$ cat config.mk
export PLATFORM = sky130hd
export DESIGN_NAME = vjtag_bus_engine_flat
export DESIGN_NICKNAME = d
export VERILOG_FILES = /design/src/rtl/vjtag_bus_engine_if.sv /design/src/rtl/vjtag_bus_engine.sv /design/src/flat_wrapper.sv
export SDC_FILE = /design/constraint.sdc
export NUM_CORES = 1
export LEC_CHECK = 0
export BUFFER_PORTS_ARGS = -buffer_cell sky130_fd_sc_hd__clkbuf_2
export CAP_MARGIN = 5
export CORE_ASPECT_RATIO = 0.6
export CORE_MARGIN = 2
export CORE_UTILIZATION = 55
export CTS_CLUSTER_DIAMETER = 100
export DETAILED_ROUTE_END_ITERATION = 8
export PLACE_DENSITY_LB_ADDON = 0.05
export SYNTH_ARGS = -nofsm -noshare
export SYNTH_HDL_FRONTEND = slang
export SYNTH_SLANG_ARGS = --single-unit
$ cat constraint.sdc
create_clock -name clk -period 6.6 [get_ports clk]
set_input_delay 1.65 -clock clk [delete_from_list [all_inputs] [get_ports clk]]
set_output_delay 1.65 -clock clk [all_outputs]
set_load 0.01 [all_outputs]
$ cat src/rtl/vjtag_bus_engine_if.sv
// vjtag_bus_engine_if
// Groups the three handshake streams and the system-bus port of the VJTAG
// command executor.
//   cmd_*  : command stream (op, start byte address, beats-1)
//   wr_*   : write-data beat stream
//   rd_*   : read-response FIFO output (first-word-fall-through)
//   req_*  : system bus request (registered in the engine)
//   rsp_*  : system bus read response
// Modports:
//   slave  : the engine
//   master : the host and bus side that drives the engine
interface vjtag_bus_engine_if #(
  parameter int ADDR_WIDTH = 16,
  parameter int DATA_WIDTH = 16,
  parameter int LEN_WIDTH  = 8
);
  logic                  cmd_valid;
  logic                  cmd_ready;
  logic [7:0]            cmd_op;
  logic [ADDR_WIDTH-1:0] cmd_addr;
  logic [LEN_WIDTH-1:0]  cmd_len;

  logic                  wr_valid;
  logic                  wr_ready;
  logic [DATA_WIDTH-1:0] wr_data;

  logic                  rd_valid;
  logic                  rd_ready;
  logic [DATA_WIDTH-1:0] rd_data;

  logic                  req_valid;
  logic [ADDR_WIDTH-1:0] req_addr;
  logic                  req_write;
  logic [DATA_WIDTH-1:0] req_wdata;
  logic                  req_ready;

  logic                  rsp_valid;
  logic [DATA_WIDTH-1:0] rsp_rdata;

  modport slave (
    input  cmd_valid, cmd_op, cmd_addr, cmd_len,
    output cmd_ready,
    input  wr_valid, wr_data,
    output wr_ready,
    output rd_valid, rd_data,
    input  rd_ready,
    output req_valid, req_addr, req_write, req_wdata,
    input  req_ready,
    input  rsp_valid, rsp_rdata
  );

  modport master (
    output cmd_valid, cmd_op, cmd_addr, cmd_len,
    input  cmd_ready,
    output wr_valid, wr_data,
    input  wr_ready,
    input  rd_valid, rd_data,
    output rd_ready,
    input  req_valid, req_addr, req_write, req_wdata,
    output req_ready,
    output rsp_valid, rsp_rdata
  );
endinterface

$ cat src/rtl/vjtag_bus_engine.sv
// vjtag_bus_engine
// System-clock command executor for the VJTAG host. Executes single and burst
// bus reads/writes with byte-address auto-increment, buffers read responses in
// a small FIFO, times out missing read responses (sticky err_timeout), and
// drives a system reset output on command.
// Ports:
//   clk, rst    : system clock, asynchronous active-high reset
//   bus         : vjtag_bus_engine_if.slave (cmd / wr / rd / req / rsp)
//   rst_n_out   : system reset output, active low
//   busy        : engine not idle
//   err_timeout : sticky read-response timeout flag
module vjtag_bus_engine #(
  parameter int ADDR_WIDTH     = 16,
  parameter int DATA_WIDTH     = 16,
  parameter int LEN_WIDTH      = 8,
  parameter int RD_FIFO_DEPTH  = 4,
  parameter int TIMEOUT_CYCLES = 255
) (
  input  logic                     clk,
  input  logic                     rst,
  vjtag_bus_engine_if.slave        bus,
  output logic                     rst_n_out,
  output logic                     busy,
  output logic                     err_timeout
);

  localparam logic [7:0] OP_READ    = 8'h01;
  localparam logic [7:0] OP_WRITE   = 8'h02;
  localparam logic [7:0] OP_BREAD   = 8'h03;
  localparam logic [7:0] OP_BWRITE  = 8'h04;
  localparam logic [7:0] OP_CLR_ERR = 8'hFD;
  localparam logic [7:0] OP_RST_A   = 8'hFE;
  localparam logic [7:0] OP_RST_D   = 8'hFF;

  localparam int PTR_W = $clog2(RD_FIFO_DEPTH);
  localparam int CNT_W = PTR_W + 1;
  localparam int TMO_W = $clog2(TIMEOUT_CYCLES + 1);

  localparam logic [ADDR_WIDTH-1:0] BEAT_BYTES = ADDR_WIDTH'(DATA_WIDTH / 8);
  localparam logic [ADDR_WIDTH-1:0] ADDR_ZERO  = {ADDR_WIDTH{1'b0}};
  localparam logic [DATA_WIDTH-1:0] DATA_ZERO  = {DATA_WIDTH{1'b0}};
  localparam logic [LEN_WIDTH-1:0]  LEN_ZERO   = {LEN_WIDTH{1'b0}};
  localparam logic [LEN_WIDTH-1:0]  LEN_ONE    = LEN_WIDTH'(1);
  localparam logic [PTR_W-1:0]      PTR_ZERO   = {PTR_W{1'b0}};
  localparam logic [PTR_W-1:0]      PTR_ONE    = PTR_W'(1);
  localparam logic [CNT_W-1:0]      CNT_ZERO   = {CNT_W{1'b0}};
  localparam logic [CNT_W-1:0]      CNT_ONE    = CNT_W'(1);
  localparam logic [CNT_W-1:0]      CNT_FULL   = CNT_W'(RD_FIFO_DEPTH);
  localparam logic [TMO_W-1:0]      TMO_ZERO   = {TMO_W{1'b0}};
  localparam logic [TMO_W-1:0]      TMO_ONE    = TMO_W'(1);
  localparam logic [TMO_W-1:0]      TMO_LAST   = TMO_W'(TIMEOUT_CYCLES - 1);

  typedef enum logic [2:0] {
    ST_IDLE  = 3'd0,
    ST_WDATA = 3'd1,
    ST_RDREQ = 3'd2,
    ST_REQ   = 3'd3,
    ST_RESP  = 3'd4
  } state_t;

  state_t                  state_r;
  logic                    req_valid_r;
  logic                    req_write_r;
  logic [ADDR_WIDTH-1:0]   req_addr_r;
  logic [DATA_WIDTH-1:0]   req_wdata_r;
  logic [LEN_WIDTH-1:0]    beats_left_r;
  logic [TMO_W-1:0]        tmo_cnt_r;
  logic                    rst_n_out_r;
  logic                    err_timeout_r;

  logic [DATA_WIDTH-1:0]   fifo_mem_r [RD_FIFO_DEPTH];
  logic [PTR_W-1:0]        wr_ptr_r;
  logic [PTR_W-1:0]        rd_ptr_r;
  logic [CNT_W-1:0]        count_r;

  logic                    push_s;
  logic [DATA_WIDTH-1:0]   push_data_s;
  logic                    timeout_s;
  logic                    pop_s;
  logic                    fifo_space_s;

  // Only one read is ever outstanding, so a free slot now guarantees room
  // for its response when it arrives.
  assign fifo_space_s = (count_r < CNT_FULL);
  assign pop_s        = (count_r != CNT_ZERO) && bus.rd_ready;

  // Response capture: real data on rsp_valid, or a zero word on timeout.
  always_comb begin
    push_s      = 1'b0;
    push_data_s = DATA_ZERO;
    timeout_s   = 1'b0;
    if (state_r == ST_RESP) begin
      if (bus.rsp_valid) begin
        push_s      = 1'b1;
        push_data_s = bus.rsp_rdata;
      end else if (tmo_cnt_r == TMO_LAST) begin
        push_s      = 1'b1;
        push_data_s = DATA_ZERO;
        timeout_s   = 1'b1;
      end else begin
        push_s      = 1'b0;
        push_data_s = DATA_ZERO;
      end
    end else begin
      push_s      = 1'b0;
      push_data_s = DATA_ZERO;
    end
  end

  // Command FSM with registered bus request, reset output and error flag.
  always_ff @(posedge clk or posedge rst) begin
    if (rst) begin
      state_r       <= ST_IDLE;
      req_valid_r   <= 1'b0;
      req_write_r   <= 1'b0;
      req_addr_r    <= ADDR_ZERO;
      req_wdata_r   <= DATA_ZERO;
      beats_left_r  <= LEN_ZERO;
      tmo_cnt_r     <= TMO_ZERO;
      rst_n_out_r   <= 1'b1;
      err_timeout_r <= 1'b0;
    end else begin
      case (state_r)
        ST_IDLE: begin
          if (bus.cmd_valid) begin
            case (bus.cmd_op)
              OP_READ, OP_BREAD: begin
                req_addr_r   <= bus.cmd_addr;
                req_write_r  <= 1'b0;
                beats_left_r <= (bus.cmd_op == OP_BREAD) ? bus.cmd_len : LEN_ZERO;
                // Issue straight away when there is room, so a single read
                // shows req_valid the cycle after acceptance.
                if (fifo_space_s) begin
                  req_valid_r <= 1'b1;
                  state_r     <= ST_REQ;
                end else begin
                  state_r     <= ST_RDREQ;
                end
              end
              OP_WRITE, OP_BWRITE: begin
                req_addr_r   <= bus.cmd_addr;
                req_write_r  <= 1'b1;
                beats_left_r <= (bus.cmd_op == OP_BWRITE) ? bus.cmd_len : LEN_ZERO;
                state_r      <= ST_WDATA;
              end
              OP_CLR_ERR: err_timeout_r <= 1'b0;
              OP_RST_A:   rst_n_out_r   <= 1'b0;
              OP_RST_D:   rst_n_out_r   <= 1'b1;
              default:    state_r       <= ST_IDLE;
            endcase
          end
        end
        ST_WDATA: begin
          if (bus.wr_valid) begin
            req_wdata_r <= bus.wr_data;
            req_write_r <= 1'b1;
            req_valid_r <= 1'b1;
            state_r     <= ST_REQ;
          end
        end
        ST_RDREQ: begin
          if (fifo_space_s) begin
            req_write_r <= 1'b0;
            req_valid_r <= 1'b1;
            state_r     <= ST_REQ;
          end
        end
        ST_REQ: begin
          if (bus.req_ready) begin
            req_valid_r <= 1'b0;
            if (req_write_r) begin
              if (beats_left_r != LEN_ZERO) begin
                beats_left_r <= beats_left_r - LEN_ONE;
                req_addr_r   <= req_addr_r + BEAT_BYTES;
                state_r      <= ST_WDATA;
              end else begin
                state_r      <= ST_IDLE;
              end
            end else begin
              tmo_cnt_r <= TMO_ZERO;
              state_r   <= ST_RESP;
            end
          end
        end
        ST_RESP: begin
          if (push_s) begin
            if (timeout_s) begin
              err_timeout_r <= 1'b1;
            end
            if (beats_left_r != LEN_ZERO) begin
              beats_left_r <= beats_left_r - LEN_ONE;
              req_addr_r   <= req_addr_r + BEAT_BYTES;
              state_r      <= ST_RDREQ;
            end else begin
              state_r      <= ST_IDLE;
            end
          end else begin
            tmo_cnt_r <= tmo_cnt_r + TMO_ONE;
          end
        end
        default: begin
          req_valid_r <= 1'b0;
          state_r     <= ST_IDLE;
        end
      endcase
    end
  end

  // Read-response FIFO pointers and occupancy; push and pop may coincide.
  always_ff @(posedge clk or posedge rst) begin
    if (rst) begin
      wr_ptr_r <= PTR_ZERO;
      rd_ptr_r <= PTR_ZERO;
      count_r  <= CNT_ZERO;
    end else begin
      if (push_s) begin
        wr_ptr_r <= wr_ptr_r + PTR_ONE;
      end
      if (pop_s) begin
        rd_ptr_r <= rd_ptr_r + PTR_ONE;
      end
      case ({push_s, pop_s})
        2'b10:   count_r <= count_r + CNT_ONE;
        2'b01:   count_r <= count_r - CNT_ONE;
        default: count_r <= count_r;
      endcase
    end
  end

  // FIFO storage; contents need no reset since occupancy gates rd_valid.
  always_ff @(posedge clk) begin
    if (push_s) begin
      fifo_mem_r[wr_ptr_r] <= push_data_s;
    end
  end

  assign bus.cmd_ready = (state_r == ST_IDLE);
  assign bus.wr_ready  = (state_r == ST_WDATA);
  assign bus.rd_valid  = (count_r != CNT_ZERO);
  assign bus.rd_data   = fifo_mem_r[rd_ptr_r];
  assign bus.req_valid = req_valid_r;
  assign bus.req_addr  = req_addr_r;
  assign bus.req_write = req_write_r;
  assign bus.req_wdata = req_wdata_r;
  assign busy          = (state_r != ST_IDLE);
  assign rst_n_out     = rst_n_out_r;
  assign err_timeout   = err_timeout_r;

endmodule

$ cat src/flat_wrapper.sv
// flat-port wrapper written by rule: the top's interface ports become plain ports
module vjtag_bus_engine_flat 
#(
  parameter int ADDR_WIDTH     = 16,
  parameter int DATA_WIDTH     = 16,
  parameter int LEN_WIDTH      = 8,
  parameter int RD_FIFO_DEPTH  = 4,
  parameter int TIMEOUT_CYCLES = 255
)
  (clk, rst, rst_n_out, busy, err_timeout, bus_cmd_valid, bus_cmd_op, bus_cmd_addr, bus_cmd_len, bus_cmd_ready, bus_wr_valid, bus_wr_data, bus_wr_ready, bus_rd_valid, bus_rd_data, bus_rd_ready, bus_req_valid, bus_req_addr, bus_req_write, bus_req_wdata, bus_req_ready, bus_rsp_valid, bus_rsp_rdata);
  vjtag_bus_engine_if #(.ADDR_WIDTH(ADDR_WIDTH), .DATA_WIDTH(DATA_WIDTH), .LEN_WIDTH(LEN_WIDTH)) bus_i ();
  input  logic clk;
  input  logic rst;
  output logic rst_n_out;
  output logic busy;
  output logic err_timeout;
  input wire logic [$bits(bus_i.cmd_valid)-1:0] bus_cmd_valid;
  input wire logic [$bits(bus_i.cmd_op)-1:0] bus_cmd_op;
  input wire logic [$bits(bus_i.cmd_addr)-1:0] bus_cmd_addr;
  input wire logic [$bits(bus_i.cmd_len)-1:0] bus_cmd_len;
  output wire logic [$bits(bus_i.cmd_ready)-1:0] bus_cmd_ready;
  input wire logic [$bits(bus_i.wr_valid)-1:0] bus_wr_valid;
  input wire logic [$bits(bus_i.wr_data)-1:0] bus_wr_data;
  output wire logic [$bits(bus_i.wr_ready)-1:0] bus_wr_ready;
  output wire logic [$bits(bus_i.rd_valid)-1:0] bus_rd_valid;
  output wire logic [$bits(bus_i.rd_data)-1:0] bus_rd_data;
  input wire logic [$bits(bus_i.rd_ready)-1:0] bus_rd_ready;
  output wire logic [$bits(bus_i.req_valid)-1:0] bus_req_valid;
  output wire logic [$bits(bus_i.req_addr)-1:0] bus_req_addr;
  output wire logic [$bits(bus_i.req_write)-1:0] bus_req_write;
  output wire logic [$bits(bus_i.req_wdata)-1:0] bus_req_wdata;
  input wire logic [$bits(bus_i.req_ready)-1:0] bus_req_ready;
  input wire logic [$bits(bus_i.rsp_valid)-1:0] bus_rsp_valid;
  input wire logic [$bits(bus_i.rsp_rdata)-1:0] bus_rsp_rdata;
  assign bus_i.cmd_valid = bus_cmd_valid;
  assign bus_i.cmd_op = bus_cmd_op;
  assign bus_i.cmd_addr = bus_cmd_addr;
  assign bus_i.cmd_len = bus_cmd_len;
  assign bus_cmd_ready = bus_i.cmd_ready;
  assign bus_i.wr_valid = bus_wr_valid;
  assign bus_i.wr_data = bus_wr_data;
  assign bus_wr_ready = bus_i.wr_ready;
  assign bus_rd_valid = bus_i.rd_valid;
  assign bus_rd_data = bus_i.rd_data;
  assign bus_i.rd_ready = bus_rd_ready;
  assign bus_req_valid = bus_i.req_valid;
  assign bus_req_addr = bus_i.req_addr;
  assign bus_req_write = bus_i.req_write;
  assign bus_req_wdata = bus_i.req_wdata;
  assign bus_i.req_ready = bus_req_ready;
  assign bus_i.rsp_valid = bus_rsp_valid;
  assign bus_i.rsp_rdata = bus_rsp_rdata;
  vjtag_bus_engine #(.ADDR_WIDTH(ADDR_WIDTH), .DATA_WIDTH(DATA_WIDTH), .LEN_WIDTH(LEN_WIDTH), .RD_FIFO_DEPTH(RD_FIFO_DEPTH), .TIMEOUT_CYCLES(TIMEOUT_CYCLES)) u_core (.clk(clk), .rst(rst), .bus(bus_i), .rst_n_out(rst_n_out), .busy(busy), .err_timeout(err_timeout));
endmodule
==> impl_metrics.json <==
{
  "grt_start_max_net_pins": 63,
  "die_w_microns": 139,
  "dpl.hpwl_microns": 9470,
  "fin_area_sq_um": 7370,
  "drc": 0,
  "regArea_sq_um": 3470,
  "postLayoutCoreUtil_pct": 69.6,
  "cts_resized": 0,
  "wire_per_inst_microns": 18.8,
  "worstMarginPinSlew_ns": 1.14,
  "clock_path_buffers": 2,
  "fill_cells": 800,
  "setup_tns_ns": 0,
  "min_period_ns": 4.05,
  "grt_pass1_vias": 4378,
  "finalClockSkew_ns": 0.0124,
  "synthTopCellsByArea": "edfxtp_1 32%, dfrtp_1 25%, mux4_2 6.0%",
  "yosysSeqAreaShare_pct": 57.8,
  "stdcell_count": 754,
  "cts_tree": "done",
  "gr-total-overflow": 0,
  "rows": 29,
  "hold_path.class": "register to register",
  "synth_edf_count": 64,
  "antennaDiodeCount": 0,
  "postCtsHoldBufs": 0,
  "maxSlewHeadroom_pct": 24.2,
  "grt_first_pass_wirelength_microns": 23100,
  "drive_gt1_share_pct": 33.8,
  "area_growth_pct": 22.7,
  "clk_pin_slew_ns": 0.06,
  "cts_setup_buffers": 0,
  "clk-insertion-delay-late_ns": 0.41,
  "start_util_pct": 56.7,
  "cp-start-kind": "primary input",
  "viasPerCell": 6.01,
  "vdd_drop_max_mv": 0.241,
  "path_class": "primary input to register",
  "critPathMaxFanout": 23,
  "final_common_cell": "clkbuf_2",
  "slew_violations": 0,
  "cts_buffers": 17,
  "antenna_found_initial": 0,
  "ys_async_sr_fraction_pct": 49.2,
  "maxCapViolCount": 0,
  "drt_pass1_iterations": 5,
  "synth_top_area_cell": "edfxtp_1",
  "cp_data_required_time_ns": 6.85,
  "io_pins": 127,
  "clock_sinks": 126,
  "coreArea_sq_um": 10600,
  "grtUsageTotal_pct": 25.1,
  "min_period_over_period_pct": 61.3,
  "multiInputGateArea_sq_um": 2360,
  "dieArea_sq_um": 11800,
  "syn_inst": 478,
  "drtAntennaViolNets": 0,
  "crit_arrival_ns": 4.30,
  "synthesis.area_sq_um": 6010,
  "routabilityCongestion": 0.897,
  "status": "complete, no violations",
  "numPortBuffers": 126,
  "power.density_nw_per_um2": 466,
  "timing.fmax_mhz": 247,
  "synth.top_cell.area_share_pct": 32.0,
  "power.total_uw": 3440,
  "synthFlopType": "edfxtp_1",
  "p_leak_uw": 0.00318,
  "synth.avg_cell_area_sq_um": 12.6,
  "nets": 684,
  "placedCellCount": 722,
  "ys_seq_elements": 126,
  "ys_types": 61,
  "layout_common_cells": "126 x clkbuf_2, 64 x edfxtp_1, 61 x dfrtp_1, 36 x nor2_1, 23 x nand2_1",
  "r2r_slack_ns": 3.18,
  "vias": 4530,
  "final_hold_viol_count": 0,
  "drt-total-wl_microns": 14200,
  "setup_viol": 0,
  "htree_levels": 4,
  "fp.dieH_microns": 85.0,
  "rsz0062_at_grt": "false",
  "synthesis.nets": 560,
  "dpl-instance-area_sq_um": 6740,
  "ys_warn_count": 0,
  "cp-end-kind": "register",
  "first_iter_violations": 385,
  "cts_root_buffer": "clkbuf_16"
}
flip-flops by register name, indices dropped and copies added, names as in the netlist:
| register | cells |
|---|---|
| u_core.wr_ptr_r | 2 |
| u_core.beats_left_r | 8 |
| u_core.err_timeout | 1 |
| u_core.bus.req_valid | 1 |
| u_core.rd_ptr_r | 2 |
| u_core.tmo_cnt_r | 8 |
| u_core.bus.req_write | 1 |
| u_core.bus.req_wdata | 16 |
| u_core.rst_n_out | 1 |
| u_core.fifo_mem_r | 64 |
| u_core.state_r | 3 |
| u_core.bus.req_addr | 16 |
| u_core.count_r | 3 |
critical path: stages:
cell and delay (ns):
clkbuf_2 0.25, nor4b_1 0.54, o21a_1 0.33, a211o_1 0.68, or3_1 0.64, o21ai_0 0.21
path summary, 6_finish.rpt:
kind / startpoint / to / depth (start not counted)
worst min register to register: u_core.count_r[0]$_DFFE_PP0P_ / u_core.count_r[0]$_DFFE_PP0P_ / 1
worst max-delay path: bus_rsp_valid / u_core.beats_left_r[5]$_DFFE_PP0P_ / 6
worst min-delay path: u_core.count_r[0]$_DFFE_PP0P_ / u_core.count_r[0]$_DFFE_PP0P_ / 1
max in group asynchronous: rst / u_core.bus.req_addr[7]$_DFFE_PP0P_ / 3
min in group asynchronous: rst / u_core.bus.req_wdata[6]$_DFFE_PP0P_ / 3
worst max register to register: u_core.state_r[1]$_DFFE_PP0P_ / u_core.bus.req_addr[1]$_DFFE_PP0P_ / 6
where the power goes:
part	internal [uW]	switching (uW)	total, uW	leakage, uW
clock	641	360	1000	0.000308
sequential	987	223	1210	0.00144
combinational	532	695	1230	0.00143
total	2160	1280	3440	0.00318
logic make-up (layout without fill, tap and decap cells):
family                     Yosys count  count (layout)  share of synthesized area (%)
xor gates and xnor gates            13              13                           1.89
DFF                                126             126                           57.8
buffers and inverters               43             180                           3.10
and+or+nand+nor                    150             150                           13.6
adders and majority gates           11              11                           2.42
AOI/OAI and AO/OA                   97              97                           11.1
muxes                               38              38                           10.1
layer usage:
metal / wire (microns) / global-route usage, % / vias up
li1: - / - / 2085
met1: 6860 / 38.9 / 2220
met2: 6080 / 34.8 / 213
met3: 1100 / 7.84 / 12
met4: 116 / 5.88 / 0
met5: 0 / 0 / -
area by class of cell:
cell class	instances	area share [%]
Clock buffer	18	5.82
Clock inverter	14	2.78
Inverter	17	0.865
Multi-Input combinational cell	309	32.0
Sequential cell	126	47.1
Tap cell	139	2.36
Timing Repair Buffer	131	9.06
synth_stat cells (2+ instances only):
cell	number
nor4b_1	4
a31oi_1	4
buf_2	7
inv_1	17
and2_1	13
and3_1	18
a21oi_1	22
nor2_1	36
a22oi_1	2
xor2_1	7
ha_1	10
xnor2_1	6
o21a_1	2
a2bb2oi_1	3
nand2_1	23
o31ai_1	2
nand2b_1	2
nor3_1	10
buf_4	2
or3_1	5
o21bai_1	4
edfxtp_1	64
o41a_1	3
a31o_2	2
mux2i_1	3
o41ai_1	13
nand3_1	12
nor4_1	9
mux2_2	19
nand4_1	6
mux4_2	16
a32oi_1	7
clkbuf_1	14
o21ai_0	15
nor3b_1	3
dfrtp_1	61
o22ai_1	2
o21ai_1	6
a21o_1	2
metrics by stage:
| stage | setup WS [ns] | hold WS, ns |
|---|---|---|
| CTS | 2.57 | 0.495 |
| floorplan | 3.26 | 0.461 |
| global placement | 2.36 | 0.476 |
| global route | 2.34 | 0.524 |
| detailed placement | 2.24 | 0.484 |
| finish | 2.55 | 0.502 |
No activity file was read; power rests on OpenSTA's default activity.
